<file path="config.mk">
export PLATFORM = sky130hd
export DESIGN_NAME = pipeline_stall_ctrl
export DESIGN_NICKNAME = d
export VERILOG_FILES = /design/src/rtl/pipeline_stall_ctrl.sv
export SDC_FILE = /design/constraint.sdc
export NUM_CORES = 1
export LEC_CHECK = 0
export BUFFER_PORTS_ARGS = -buffer_cell sky130_fd_sc_hd__buf_4
export CORE_MARGIN = 5
export CORE_UTILIZATION = 55
export DETAILED_ROUTE_END_ITERATION = 7
export GPL_TIMING_DRIVEN = 0
export PLACE_DENSITY = 0.77
export REMOVE_ABC_BUFFERS = 1
export SLEW_MARGIN = 20
export SYNTH_ARGS = -nofsm -noshare
export SYNTH_HDL_FRONTEND = slang
export SYNTH_SLANG_ARGS = --single-unit
</file>
<file path="constraint.sdc">
create_clock -name clk -period 5.3 [get_ports clk]
set_clock_uncertainty 0.05 [all_clocks]
set_input_delay 1.06 -clock clk [delete_from_list [all_inputs] [get_ports clk]]
set_output_delay 1.06 -clock clk [all_outputs]
set_load 0.005 [all_outputs]
</file>
<file path="src/rtl/pipeline_stall_ctrl.sv">
// Pipeline stall/flush controller: arbitrates dmem miss, load-use, branch flush and imem miss
// into per-stage enables, bubbles and flushes. Optional perf counters under STALL_PERF_CNT_EN.
module pipeline_stall_ctrl #(
    parameter int unsigned TIMEOUT_CYCLES = 1023,
    parameter int unsigned CNT_W          = 10
) (
    input  logic        clk,
    input  logic        rst_n,
    input  logic        load_use_stall,
    input  logic        branch_flush,
    input  logic        imem_req,
    input  logic        imem_ready,
    input  logic        dmem_req,
    input  logic        dmem_ready,
    output logic        pc_en,
    output logic        if_id_en,
    output logic        id_ex_en,
    output logic        ex_mem_en,
    output logic        mem_wb_en,
    output logic        if_id_flush,
    output logic        id_ex_flush,
    output logic        ex_mem_bubble,
    output logic        mem_wb_bubble,
    output logic        imem_cancel,
    output logic        stall_timeout
`ifdef STALL_PERF_CNT_EN
    ,
    output logic [31:0] perf_lu_cnt,
    output logic [31:0] perf_dmem_cnt,
    output logic [31:0] perf_imem_cnt,
    output logic [31:0] perf_flush_cnt
`endif
);

    typedef enum logic [1:0] {
        RUN       = 2'd0,
        DMEM_WAIT = 2'd1,
        IMEM_WAIT = 2'd2
    } state_t;

    // Winning cause for the current cycle; C_OFF covers the cycle between reset release and the first edge
    typedef enum logic [2:0] {
        C_OFF   = 3'd0,
        C_NONE  = 3'd1,
        C_DMEM  = 3'd2,
        C_LU    = 3'd3,
        C_FLUSH = 3'd4,
        C_IMEM  = 3'd5
    } cause_t;

    state_t             state_q;
    state_t             state_d;
    cause_t             cause;
    logic               active_q;
    logic [CNT_W-1:0]   wait_cnt_q;
    logic [CNT_W-1:0]   cnt_inc;
    logic               timeout_q;
    logic               dmem_miss;
    logic               imem_miss;
    logic               in_wait;
    logic               enter_wait;

    assign dmem_miss     = dmem_req && !dmem_ready;
    assign imem_miss     = imem_req && !imem_ready;
    assign in_wait       = (state_q != RUN);
    assign enter_wait    = (state_d != RUN) && (state_d != state_q);
    assign cnt_inc       = (&wait_cnt_q) ? wait_cnt_q : wait_cnt_q + CNT_W'(1);
    assign stall_timeout = timeout_q;

    // State register
    always_ff @(posedge clk or negedge rst_n) begin
        if (!rst_n) begin
            state_q  <= RUN;
            active_q <= 1'b0;
        end else begin
            state_q  <= state_d;
            active_q <= 1'b1;
        end
    end

    // Cause arbitration, next state and stage controls
    always_comb begin
        cause         = C_OFF;
        state_d       = state_q;
        pc_en         = 1'b0;
        if_id_en      = 1'b0;
        id_ex_en      = 1'b0;
        ex_mem_en     = 1'b0;
        mem_wb_en     = 1'b0;
        if_id_flush   = 1'b0;
        id_ex_flush   = 1'b0;
        ex_mem_bubble = 1'b0;
        mem_wb_bubble = 1'b0;
        imem_cancel   = 1'b0;

        if (!active_q) begin
            cause = C_OFF;
        end else if (state_q == DMEM_WAIT) begin
            // Stall inputs are ignored while memory holds the pipe
            cause = dmem_ready ? C_NONE : C_DMEM;
        end else if (dmem_miss) begin
            cause = C_DMEM;
        end else if (load_use_stall) begin
            cause = C_LU;
        end else if (branch_flush) begin
            cause = C_FLUSH;
        end else if (imem_miss) begin
            cause = C_IMEM;
        end else begin
            cause = C_NONE;
        end

        case (cause)
            C_NONE: begin
                pc_en     = 1'b1;
                if_id_en  = 1'b1;
                id_ex_en  = 1'b1;
                ex_mem_en = 1'b1;
                mem_wb_en = 1'b1;
                state_d   = RUN;
            end
            C_DMEM: begin
                mem_wb_bubble = 1'b1;
                state_d       = DMEM_WAIT;
            end
            C_LU: begin
                ex_mem_en     = 1'b1;
                mem_wb_en     = 1'b1;
                ex_mem_bubble = 1'b1;
                state_d       = RUN;
            end
            C_FLUSH: begin
                pc_en       = 1'b1;
                if_id_en    = 1'b1;
                id_ex_en    = 1'b1;
                ex_mem_en   = 1'b1;
                mem_wb_en   = 1'b1;
                if_id_flush = 1'b1;
                id_ex_flush = 1'b1;
                // A redirect discards any fetch still in flight
                imem_cancel = imem_miss || (state_q == IMEM_WAIT);
                state_d     = RUN;
            end
            C_IMEM: begin
                id_ex_en    = 1'b1;
                ex_mem_en   = 1'b1;
                mem_wb_en   = 1'b1;
                id_ex_flush = 1'b1;
                state_d     = IMEM_WAIT;
            end
            default: begin
                state_d = RUN;
            end
        endcase
    end

    // Wait watchdog: counts cycles spent in a wait state, sticky timeout flag
    always_ff @(posedge clk or negedge rst_n) begin
        if (!rst_n) begin
            wait_cnt_q <= '0;
            timeout_q  <= 1'b0;
        end else begin
            if (enter_wait) begin
                wait_cnt_q <= '0;
            end else if (in_wait) begin
                wait_cnt_q <= cnt_inc;
            end
            if (in_wait && (cnt_inc == CNT_W'(TIMEOUT_CYCLES))) begin
                timeout_q <= 1'b1;
            end
        end
    end

`ifdef STALL_PERF_CNT_EN
    // Per-cause winning-cycle counters, free-running with wrap
    always_ff @(posedge clk or negedge rst_n) begin
        if (!rst_n) begin
            perf_lu_cnt    <= '0;
            perf_dmem_cnt  <= '0;
            perf_imem_cnt  <= '0;
            perf_flush_cnt <= '0;
        end else begin
            if (cause == C_LU)    perf_lu_cnt    <= perf_lu_cnt + 32'd1;
            if (cause == C_DMEM)  perf_dmem_cnt  <= perf_dmem_cnt + 32'd1;
            if (cause == C_IMEM)  perf_imem_cnt  <= perf_imem_cnt + 32'd1;
            if (cause == C_FLUSH) perf_flush_cnt <= perf_flush_cnt + 32'd1;
        end
    end
`endif

endmodule

</file>
==> flow_summary.yaml <==
final_layout:
  multi_input_area_um2: 581.8
  area_growth_pct: 13.03
  nNetsFinal: 142
  antenna_cells: 0
  instances_no_fill: 156
  regArea_um2: 350.3
  drive_above_1_share_pct: 19.85
  fillCellCount: 151
  postLayoutCoreUtil_pct: 66.01
  stdcell_area_um2: 1140
sta:
  tightest_slew_ns: 0.5382
  tns_ns: 0
  fin_crit_sh_pct: 64.01
  final_hold_viol_count: 0
  drv_slew: 0
  rsz0062_at_grt: "false"
  min_period_ns: 3.393
  setup_viol: 0
  relSlewSlack_pct: 63.99
  fmax_mhz: 294.8
clock_tree:
  cts_setup_buffers: 0
  clk_path_buf_depth: 2
  cts_tree: "yes"
  cts_root_buffer: "clkbuf_4"
  clkSinkCount: 14
  cts-buffers-inserted: 3
  insertion_delay_ns: 0.26
  cts.repair.resized: 0
  cts_hold_buf: 0
  clkSlewWorstSetupHoldPaths_ns: 0.07
  htree_levels: 1
setup_path:
  start_kind: "input port"
  critPathMaxFanout: 6
  crit_arrival_ns: 2.28
  cp_num_buf_inv: 3
  slowest_stage: "or3_1"
  slowest_delay_ns: 0.49
  cp_top_family: "simple AND/OR/NAND/NOR gates"
  cp-end-kind: "output pin"
  r2r_slack_ns: 3.23
  path_cells: "buf_4 -> inv_1 -> o211ai_2 -> or3_1 -> a21oi_1 -> o21a_1 -> buf_4"
  path_class: "input port to output pin"
  crit_required_ns: 4.19
  path_common_cell: "buf_4"
pwr:
  p_leak_nw: 0.5182
  internal-power_w: 0.0001728
  p_switching_w: 0.00007711
  p_total_w: 0.0002499
  power.share.sequential_pct: 54.0
  clkPwrFrac_pct: 21.7
  combPwrFrac_pct: 24.3
  powerDensity_nw_per_um2: 219.2
  vdd_drop_max_v: 0.0001753
  p_sw_share_pct: 30.86
synthesis:
  ys_warn_count: 0
  syn_area_um2: 1008
  ys_seq_area_share_pct: 34.74
  syn_avg_cell_area_um2: 8.475
  synth_cells: 119
  ys_types: 40
  ys_ff_latch: 14
global_route:
  track_usage_pct: 17.46
  grt_first_pass_wirelength_um: 3636
  grt_overflow: 0
  first_global_vias: 893
  grt_max_degree: 15
  antenna_found_initial: 0
detailed_routing:
  drc: 0
  postRouteAntennaNets: 0
  drt-pass1-iter-count: 4
  dr_total_vias: 902
  first_iter_violations: 32
  via_per_inst: 5.782
  routedLengthMet1_um: 916
  wl_per_cell_um: 13.51
  drt_wl_total_um: 2107
  wl_met2_um: 1017
  highest_layer: "met4"
  wl_met3_um: 157
placement:
  dp_cells: 153
  hpwlAfterDp_um: 1628
  placed_area_um2: 1117
  portBuffers: 18
  place_congestion: 0.8041
run_status:
  status: "finished clean"
die:
  ios: 19
  initial_core_util_pct: 58.41
  die_h_um: 52.82
  die_area_um2: 2790
  rows: 15
  die_w_um: 52.82
  placeableCoreArea_um2: 1727
min_path:
  hold_path_class: "register to register"
run:
  drv_cap: 0
[per-stage QoR]
| stage | hold WS (ns) | setup slack [ns] |
|---|---|---|
| after floorplan | 0.4102 | 2.141 |
| after global placement | 0.4090 | 1.932 |
| after detailed placement | 0.4125 | 1.909 |
| after CTS | 0.4287 | 1.897 |
| after global routing | 0.4605 | 1.803 |
| final | 0.4212 | 1.907 |
[final timing paths]
check | start | to | cells past startpoint
setup reg to reg | wait_cnt_q[0] | wait_cnt_q[8] | 6
hold reg to reg | stall_timeout | stall_timeout | 1
min in group asynchronous | rst_n | wait_cnt_q[0] | 1
hold / removal | stall_timeout | stall_timeout | 1
setup / recovery | dmem_req | imem_cancel | 7
max in group asynchronous | rst_n | state_q[1] | 1
[cells in the final DEF, fill, tap and decap left out, drive strengths merged]
cell type,n
buf,18
dfrtp,14
nand3,9
nand2,8
a41o,2
and3,5
nand2b,2
xor2,4
a41oi,1
and2,2
a21boi,1
nand4,3
mux2i,2
clkbuf,3
or3,1
ha,1
a311oi,1
nand3b,1
nand4b,1
o21a,1
nor4bb,1
xnor2,1
a21oi,14
nor2,7
mux2,1
o2bb2ai,1
a211oi,1
o211ai,2
o31ai,1
a31oi,1
nor2b,5
or4b,1
o21ai,9
inv,5
conb,1
[synth_stat cells]
master     instances  share of area [%]
a21oi_1           14                6.9
dfrtp_1           14                 35
nand3_1            9                4.5
o21ai_0            9                4.5
nand2_1            8                3.0
nor2_1             7                2.6
and3_1             5                3.1
inv_1              5                1.9
nor2b_1            5                3.1
xor2_1             4                3.5
buf_2              3                1.5
buf_4              3                2.2
nand4_1            3                1.9
a41o_1             2                2.0
and2_1             2                1.2
mux2i_1            2                2.0
a211oi_1           1               0.74
a21boi_0           1               0.74
a311oi_1           1               0.87
a31oi_2            1                1.2
a41oi_1            1               0.87
buf_6              1                1.1
clkbuf_1           1               0.37
clkbuf_2           1               0.50
conb_1             1               0.37
ha_1               1                1.2
mux2_2             1                1.1
nand2b_1           1               0.62
nand2b_2           1               0.87
nand3b_1           1               0.74
nand4b_1           1               0.87
nor4bb_1           1               0.99
o211ai_1           1               0.74
o211ai_2           1                1.2
o21a_1             1               0.74
o2bb2ai_1          1               0.87
o31ai_4            1                2.1
or3_1              1               0.62
or4b_1             1               0.99
xnor2_1            1               0.87
[kinds of logic (layout without fill, tap and decap cells)]
kind of cell	after synthesis	count (layout)	synth area share [%]
DFF	14	14	34.74
xor gates and xnor gates	5	5	4.342
and+or+nand+nor	46	46	25.06
muxes	3	3	3.102
adders and majority gates	1	1	1.240
buffers and inverters	14	26	7.567
AOI/OAI and AO/OA	35	35	23.57
other	1	1	0.3719
[cell type report]
type                            instances  area share, %
Sequential cell                        14          30.74
Tap cell                               25          2.744
Inverter                                5          1.647
Multi-Input combinational cell         91          51.04
Clock buffer                            3          1.976
Timing Repair Buffer                   18          11.86
[state kept, by name (all words and copies together) (netlist names)]
register / count
state_q: 2
stall_timeout: 1
wait_cnt_q: 10
active_q: 1
[metal layers]
layer	up-vias	track usage (%)
met5	-	0
met4	0	8.511
met3	2	3.134
met2	43	30.79
met1	407	19.96
li1	450	-
[power by group through the flow]
stage               registers (W)  clock network [W]  logic [W]
floorplan                0.000132                  0  0.0000395
global placement         0.000136                  0  0.0000584
detailed placement       0.000136                  0  0.0000600
CTS                      0.000134          0.0000565  0.0000605
global route             0.000138          0.0000626  0.0000692
finish                   0.000135          0.0000543  0.0000607
Power figures use the tool's default switching activity.
